===== src/rtl/sym_scorer.sv =====
// sym_scorer: classifies player button presses against special symbols as hits, misses or false presses.
//   Clk100M, rst_n (sync, active-low)
//   genSym, generated, special, generatedSym[7:0] : symbol stream from the generator
//   btnPress                                      : debounced button level
//   score, hits, misses, falsePresses [CNT_W]     : saturating counters
//   lastSym[7:0], windowOpen                      : status
//   hitPulse, missPulse, falsePulse               : one-cycle event strobes
module sym_scorer #(
    parameter int WINDOW = 50_000_000,
    parameter int CNT_W  = 16
) (
    input  logic             Clk100M,
    input  logic             rst_n,
    input  logic             genSym,
    input  logic             generated,
    input  logic             special,
    input  logic [7:0]       generatedSym,
    input  logic             btnPress,
    output logic [CNT_W-1:0] score,
    output logic [CNT_W-1:0] hits,
    output logic [CNT_W-1:0] misses,
    output logic [CNT_W-1:0] falsePresses,
    output logic [7:0]       lastSym,
    output logic             windowOpen,
    output logic             hitPulse,
    output logic             missPulse,
    output logic             falsePulse
);
    localparam int WC_W = $clog2(WINDOW) + 1;
    localparam logic [WC_W-1:0] WC_LAST = WC_W'(WINDOW - 1);
    localparam logic [CNT_W-1:0] MAX = '1;
    typedef enum logic [1:0] {IDLE, WAIT, WIN} state_t;
    state_t          state;
    logic [WC_W-1:0] win_cnt;
    logic            btn_prev;
    logic            press_edge;
    logic            new_special;
    assign press_edge  = btnPress & ~btn_prev;
    assign new_special = generated & special;
    function automatic logic [CNT_W-1:0] sat_inc(input logic [CNT_W-1:0] v);
        return (v == MAX) ? v : v + 1'b1;
    endfunction
    function automatic logic [CNT_W-1:0] sat_dec(input logic [CNT_W-1:0] v);
        return (v == '0) ? v : v - 1'b1;
    endfunction
    always_ff @(posedge Clk100M) begin
        if (!rst_n) begin
            state        <= IDLE;
            win_cnt      <= '0;
            btn_prev     <= 1'b0;
            score        <= '0;
            hits         <= '0;
            misses       <= '0;
            falsePresses <= '0;
            lastSym      <= 8'hFF;
            windowOpen   <= 1'b0;
            hitPulse     <= 1'b0;
            missPulse    <= 1'b0;
            falsePulse   <= 1'b0;
        end else begin
            btn_prev   <= btnPress;
            hitPulse   <= 1'b0;
            missPulse  <= 1'b0;
            falsePulse <= 1'b0;
            if (!genSym) begin
                // leaving the game discards any open window without a miss
                state      <= IDLE;
                windowOpen <= 1'b0;
            end else begin
                if (generated && state != IDLE)
                    lastSym <= generatedSym;
                case (state)
                    IDLE: begin
                        state        <= WAIT;
                        score        <= '0;
                        hits         <= '0;
                        misses       <= '0;
                        falsePresses <= '0;
                        lastSym      <= 8'hFF;
                    end
                    WAIT: begin
                        if (press_edge) begin
                            falsePresses <= sat_inc(falsePresses);
                            score        <= sat_dec(score);
                            falsePulse   <= 1'b1;
                        end
                        if (new_special) begin
                            state      <= WIN;
                            win_cnt    <= '0;
                            windowOpen <= 1'b1;
                        end
                    end
                    WIN: begin
                        // a new special without a press retires the old window as a miss
                        if (press_edge) begin
                            hits       <= sat_inc(hits);
                            score      <= sat_inc(score);
                            hitPulse   <= 1'b1;
                            state      <= WAIT;
                            windowOpen <= 1'b0;
                        end else if (win_cnt == WC_LAST || new_special) begin
                            misses     <= sat_inc(misses);
                            missPulse  <= 1'b1;
                            state      <= WAIT;
                            windowOpen <= 1'b0;
                        end else begin
                            win_cnt <= win_cnt + 1'b1;
                        end
                        if (new_special) begin
                            state      <= WIN;
                            win_cnt    <= '0;
                            windowOpen <= 1'b1;
                        end
                    end
                    default: state <= IDLE;
                endcase
            end
        end
    end
endmodule

===== config.mk =====
export PLATFORM = sky130hd
export DESIGN_NAME = sym_scorer
export DESIGN_NICKNAME = d
export VERILOG_FILES = /design/src/rtl/sym_scorer.sv
export SDC_FILE = /design/constraint.sdc
export NUM_CORES = 1
export LEC_CHECK = 0
export CAP_MARGIN = 0
export CORE_MARGIN = 4
export CORE_UTILIZATION = 35
export CTS_CLUSTER_DIAMETER = 120
export DETAILED_ROUTE_END_ITERATION = 6
export PLACE_DENSITY = 0.55
export SYNTH_ARGS = -nofsm -noshare
export SYNTH_HDL_FRONTEND = slang
export SYNTH_SLANG_ARGS = --single-unit
export TNS_END_PERCENT = 1

===== constraint.sdc =====
create_clock -name Clk100M -period 3.6 [get_ports Clk100M]
set_clock_uncertainty 0.1 [all_clocks]
set_input_delay 0.72 -clock Clk100M [delete_from_list [all_inputs] [get_ports Clk100M]]
set_output_delay 0.72 -clock Clk100M [all_outputs]
set_load 0.02 [all_outputs]

== Yosys cells after proc, flatten, opt, wreduce, memory -nomap -nowiden ==
Cells that the tools add are included.

* Reduce and logical (&&, ||, !) cells: 22
* Equality and inequality tests: 20
* $add $sub $neg: 6
* Bitwise operators: 6
* Multiplexer cells: 34

{| class="wikitable"
|+ Operator list
! cell !! number
|-
| 16-bit two-way mux || 11
|-
| 27-bit two-way mux || 4
|-
| 16-bit one-hot mux with 2 select lines || 3
|-
| 16-bit by 1-bit adder with 16-bit output (second input constant) || 4
|-
| 16-bit equality test (second input constant) || 4
|-
| 27-bit one-hot mux with 2 select lines || 1
|-
| 16-bit one-hot mux with 3 select lines || 1
|-
| 27-bit by 1-bit adder with 27-bit output (second input constant) || 1
|-
| 27-bit by 26-bit equality test with 1-bit output (second input constant) || 1
|-
| 2-bit inequality test (second input constant) || 10
|-
| 16-bit logical NOT || 1
|-
| 8-bit two-way mux || 2
|-
| 16-bit by 1-bit subtractor with 16-bit output (second input constant) || 1
|-
| 5-bit AND reduction || 2
|-
| 2-bit nonzero test || 5
|-
| 3-bit AND reduction || 3
|-
| 2-bit two-way mux || 4
|-
| 4-bit AND reduction || 2
|-
| 1-bit two-way mux || 6
|-
| 3-bit inequality test (second input constant) || 2
|-
| 2-bit one-hot mux with 3 select lines || 1
|-
| 2-bit AND reduction || 3
|-
| 6-bit AND reduction || 1
|-
| 4-bit inequality test (second input constant) || 1
|-
| 10 further kinds || 14
|}

* Input port bits: 14
* Logic and storage cells: 100
* Register bits after elaboration: 106
* Output and inout bits: 76

== Depth between registers and ports, before layout ==
* Depth after elaboration: 6
* Depth in mapped cells: 11
* Depth with buffers taken out: 10

== Least setup slack after synthesis ==
Ideal clock, no wire load.

* Kind: register -> register
* From: register state[0]
* To: register score[15]
* Library setup time: 0.120 ns
* Required time: 3.380 ns
* Path slack: 0.514 ns
* Stages on the path, launching flop included: 12
* Clock period less this slack: 3.086 ns
* Buffers on the path: 1
* Arrival time: 2.866 ns
* Path through: dfxtp_1 inv_1 ha_1 buf_6 inv_1 ha_1 or2_2 a21oi_1 a21oi_1 or3_1 and4_1 o31a_1

* Cells in the longest elaborated chain, start to end: 3
* Elaborated cells on any way between the ends: 10
* Classes of those cells: eq/ne (6); mux (1); reduce/logical (3)

{| class="wikitable"
|+ RTL lines
! what !! line !! source
|-
| start, declared || 33 || <nowiki>state_t state;</nowiki>
|-
| start signal, assigned || 48 || <nowiki>state <= IDLE;</nowiki>
|-
| start signal, assigned || 67 || <nowiki>state <= IDLE;</nowiki>
|-
| start signal, assigned || 74 || <nowiki>state <= WAIT;</nowiki>
|-
| 2-bit equality test, or another cell as far along || 72 || <nowiki>case (state)</nowiki>
|-
| 2-bit inequality test (no source line) / 3-bit nonzero test (equally long branches) || n/a ||
|-
| 6-bit AND reduction (no source line) || n/a ||
|-
| end signal, assigned || 84 || <nowiki>score <= sat_dec(score);</nowiki>
|-
| end signal, assigned || 97 || <nowiki>score <= sat_inc(score);</nowiki>
|-
| end, declared || 19 || <nowiki>output logic [CNT_W-1:0] score,</nowiki>
|}

Parallel ways exist; a longest one is shown, timed or not.
A chain may end at the register's enable or synchronous reset.

== Final worst setup path ==
Ends and elaborated chain as after synthesis.

==> impl_results.md <==
* Minimum hold slack at 0.394 ns
* Clock slew seen by the registers of the worst setup and hold paths at about 0.070 ns
* Filler instances at between 1500 and 2000
* Residual DRC count at 0
* Post-route minimum period at roughly 3 ns
* Critical path's largest stage delay at 0.40 ns
* Share of cells above drive strength 1 at under 10%
* Run status: complete, no violations
* DR WL/cell at 16.4 um
* Proportion of synthesized chip area in sequential cells at between 30% and 40%
* Drt total wl at 16900 um
* Synthesized area per cell at roughly 8 um^2
* Capturing element type of the critical path: flip-flop
* Worst Setup Path Type: flip-flop to flip-flop
* Global router's overall resource usage at between 15 and 20%
* Crit start category: flip-flop
* Vias at a little under 6000
* Slack of the critical path at between 0.5 and 0.6 ns
* Final Cycle Share at a little under nine tenths
* Critical-path cell list: inv_1, ha_1, inv_1, buf_12, ha_1, a211oi_1, o211a_1, nor3_1, or3_1, and4_1, o31a_1
* Via count of the first global-routing pass at 5449
* Post-synthesis cell type count at 65
* Count of routing violations after the opening detailed-route iteration at between 300 and 400
* First-pass GRT wire length at roughly 27000 um
* Hold Buf Count CTS at 0
* Number of antenna-violating nets in the routed design at 0
* Final-report max-slew violation count at 0
* Crit-path max FO at 21
* Number of instances resized during post-cts repair at 0
* CTS root buffer: clkbuf_16
* Post-synthesis cell count at about 720
* Post-layout power at 2.61 mW
* Inserted Clock Buffers at 9
* Antenna violations before repair at 0
* Slowest stage cell, crit path: or3_1
* Hold Fails Final Rpt at 0
* Slew headroom at around 40%
* Setup Buffers After CTS at 0
* Total iterations of the first detailed-routing run at 5
* Endpoints failing setup at 0
* MaxCap Viol Count at 0
* Post-Syn Nets at 762
* Most instantiated flip-flop cell in the synthesis netlist: dfxtp_1
* Largest buffer count on any clock path at 2
* Largest net degree at the start of global routing at 26
* Area growth, synth to finish at 24.4%
* Area inside the core boundary at about 0.016 mm^2
* Leading cell types in the layout, fill and taps excluded: dfxtp_1, clkdlybuf4s50_1, nand2_1
* Synth Register Bits at 106
* Vertical die dimension at 137 um
* DPL Wire Length at roughly 12000 um
* Final Net Count at between 800 and 900
* Slew at the pin with the worst max-slew slack at 0.903 ns
* Dpl ws at between 0.4 and 0.5 ns
* Later-pin clock latency in the skew report at approximately 0.36 ns
* Top Ports at 90
* Clock tree from TritonCTS: done
* Max Clk Rate at approximately 320 MHz
* Peak supply drop at 0.000249 V
* Remaining Overflow, GRT at 0
* Arrival time at the worst endpoint at roughly 3.2 ns
* Number of enable-type register cells in the synthesized netlist at 0
* Maximum level of the CTS H-tree at 3
* Die width at 137 um
* Setup TNS at 0 ns
* Number of input and output port buffers inserted at 89
* Power per cell area at 359 mW/mm^2
* Standard-cell row count at 46
* RSZ-0062 raised after global routing: false
* Hold Path Class: flip-flop to flip-flop
* Cell Area, Synth at between 0.005 and 0.006 mm^2
* DIE AREA at approximately 0.019 mm^2
* Commonest non-fill, non-tap cell in the layout: dfxtp_1
* Post-synthesis async set-or-reset flop share at 0%
* Count of inserted antenna diode cells at 0
* Synth warn at 0
* Leakage power figure at between 2 and 2.5 nW
* Ratio of routed vias to standard cells at between 5 and 6
* Number of clock sinks seen by CTS at roughly 110
* Weighted congestion reported at the end of routability-driven placement at approximately 0.87
* WP data required at 3.75 ns
* Starting Density at between 30% and 40%
flip-flops by register name (all words and copies together) (netlist names):
| signal | count |
|---|---|
| btn_prev | 1 |
| falsePresses | 16 |
| falsePulse | 1 |
| hitPulse | 1 |
| hits | 16 |
| lastSym | 8 |
| missPulse | 1 |
| misses | 16 |
| score | 16 |
| state | 2 |
| win_cnt | 27 |
| windowOpen | 1 |
Yosys cell counts, types with 3 or more instances:
master | count | share of area (%)
o211ai_1 | 4 | 0.51
a21boi_0 | 4 | 0.51
xor2_1 | 15 | 2.3
o21ai_0 | 33 | 2.8
nor4_1 | 8 | 0.86
buf_2 | 8 | 0.69
a31oi_1 | 10 | 1.1
o2111ai_1 | 5 | 0.75
inv_1 | 15 | 0.97
mux2i_1 | 3 | 0.51
a211oi_1 | 9 | 1.2
and4_1 | 9 | 1.4
a21o_1 | 3 | 0.39
a311oi_1 | 4 | 0.60
or4_1 | 6 | 0.77
nor3_1 | 21 | 1.8
o31ai_1 | 6 | 0.77
xnor2_1 | 21 | 3.2
and3_1 | 9 | 0.97
nand3b_1 | 6 | 0.77
nand2b_1 | 3 | 0.32
nand2_1 | 72 | 4.6
dfxtp_1 | 106 | 36
nor2_1 | 68 | 4.4
nand4_1 | 31 | 3.3
ha_1 | 25 | 5.4
o21a_1 | 11 | 1.4
and2_1 | 9 | 0.97
nand3_1 | 36 | 3.1
clkbuf_1 | 15 | 0.97
a21oi_1 | 70 | 6.0
or3_1 | 21 | 2.3
o21ai_1 | 6 | 0.51
o22ai_1 | 8 | 0.86
through the flow:
step | util, % | std cells | area (um^2)
5_1_grt | 45.0 | 1030 | 7260
3_3_place_gp | 43.3 | 1014 | 6990
2_1_floorplan | - | 722 | 5830
4_1_cts | 45.0 | 1030 | 7260
3_5_place_dp | 43.3 | 1014 | 6990
6_report | 45.0 | 1030 | 7260
area by class of cell:
type / instances / area, um^2 / area share [%]
Clock buffer: 10 / 229 / 3.16
Clock inverter: 6 / 42.5 / 0.586
Sequential cell: 106 / 2120 / 29.2
Timing Repair Buffer: 102 / 1000 / 13.8
Multi-Input combinational cell: 575 / 3540 / 48.7
Tap cell: 216 / 270 / 3.72
Inverter: 15 / 56.3 / 0.776
layer usage:
metal	share of wire, %	track usage (%)	wire [um]	vias to the layer above
met2	44	27.3	7500	169
met5	0	0	0	-
met1	48	25.3	8110	2783
met3	5.1	2.65	859	28
met4	2.3	7.21	383	0
li1	-	-	-	2864
worst max-delay path: cells and delay by family, from the launching register on:
family | cells | cell delay (ns)
buffers and inverters | 3 | 0.46
DFF | 1 | 0.38
adders and majority gates | 2 | 0.47
AOI/OAI and AO/OA | 3 | 0.84
and+or+nand+nor | 3 | 0.71
where the power goes:
group	switching [mW]	leakage, nW	internal [mW]	total, mW
logic	0.271	1.37	0.179	0.450
registers	0.0292	0.855	1.19	1.22
clock network	0.467	0.129	0.471	0.939
total	0.768	2.36	1.84	2.61
logic make-up after synthesis:
| logic type | share of synthesized area, % |
|---|---|
| compound gates | 21.0 |
| mux | 0.708 |
| simple gates | 27.8 |
| flops | 36.4 |
| fa+ha+maj | 5.71 |
| xor+xnor | 5.41 |
| buf+inv | 2.98 |
path summary, 6_finish.rpt:
check	start	to	slack, ns	depth (start not counted)
worst max-delay path	state[0]$_SDFFE_PN0P_	score[15]$_SDFFE_PN0P_	0.52	11
worst min-delay path	win_cnt[23]$_SDFFE_PN0P_	win_cnt[23]$_SDFFE_PN0P_	0.39	2
worst max register to register	state[0]$_SDFFE_PN0P_	score[15]$_SDFFE_PN0P_	0.52	11
worst min register to register	win_cnt[23]$_SDFFE_PN0P_	win_cnt[23]$_SDFFE_PN0P_	0.39	2
Note: power is estimated with default switching activity, not from simulation.
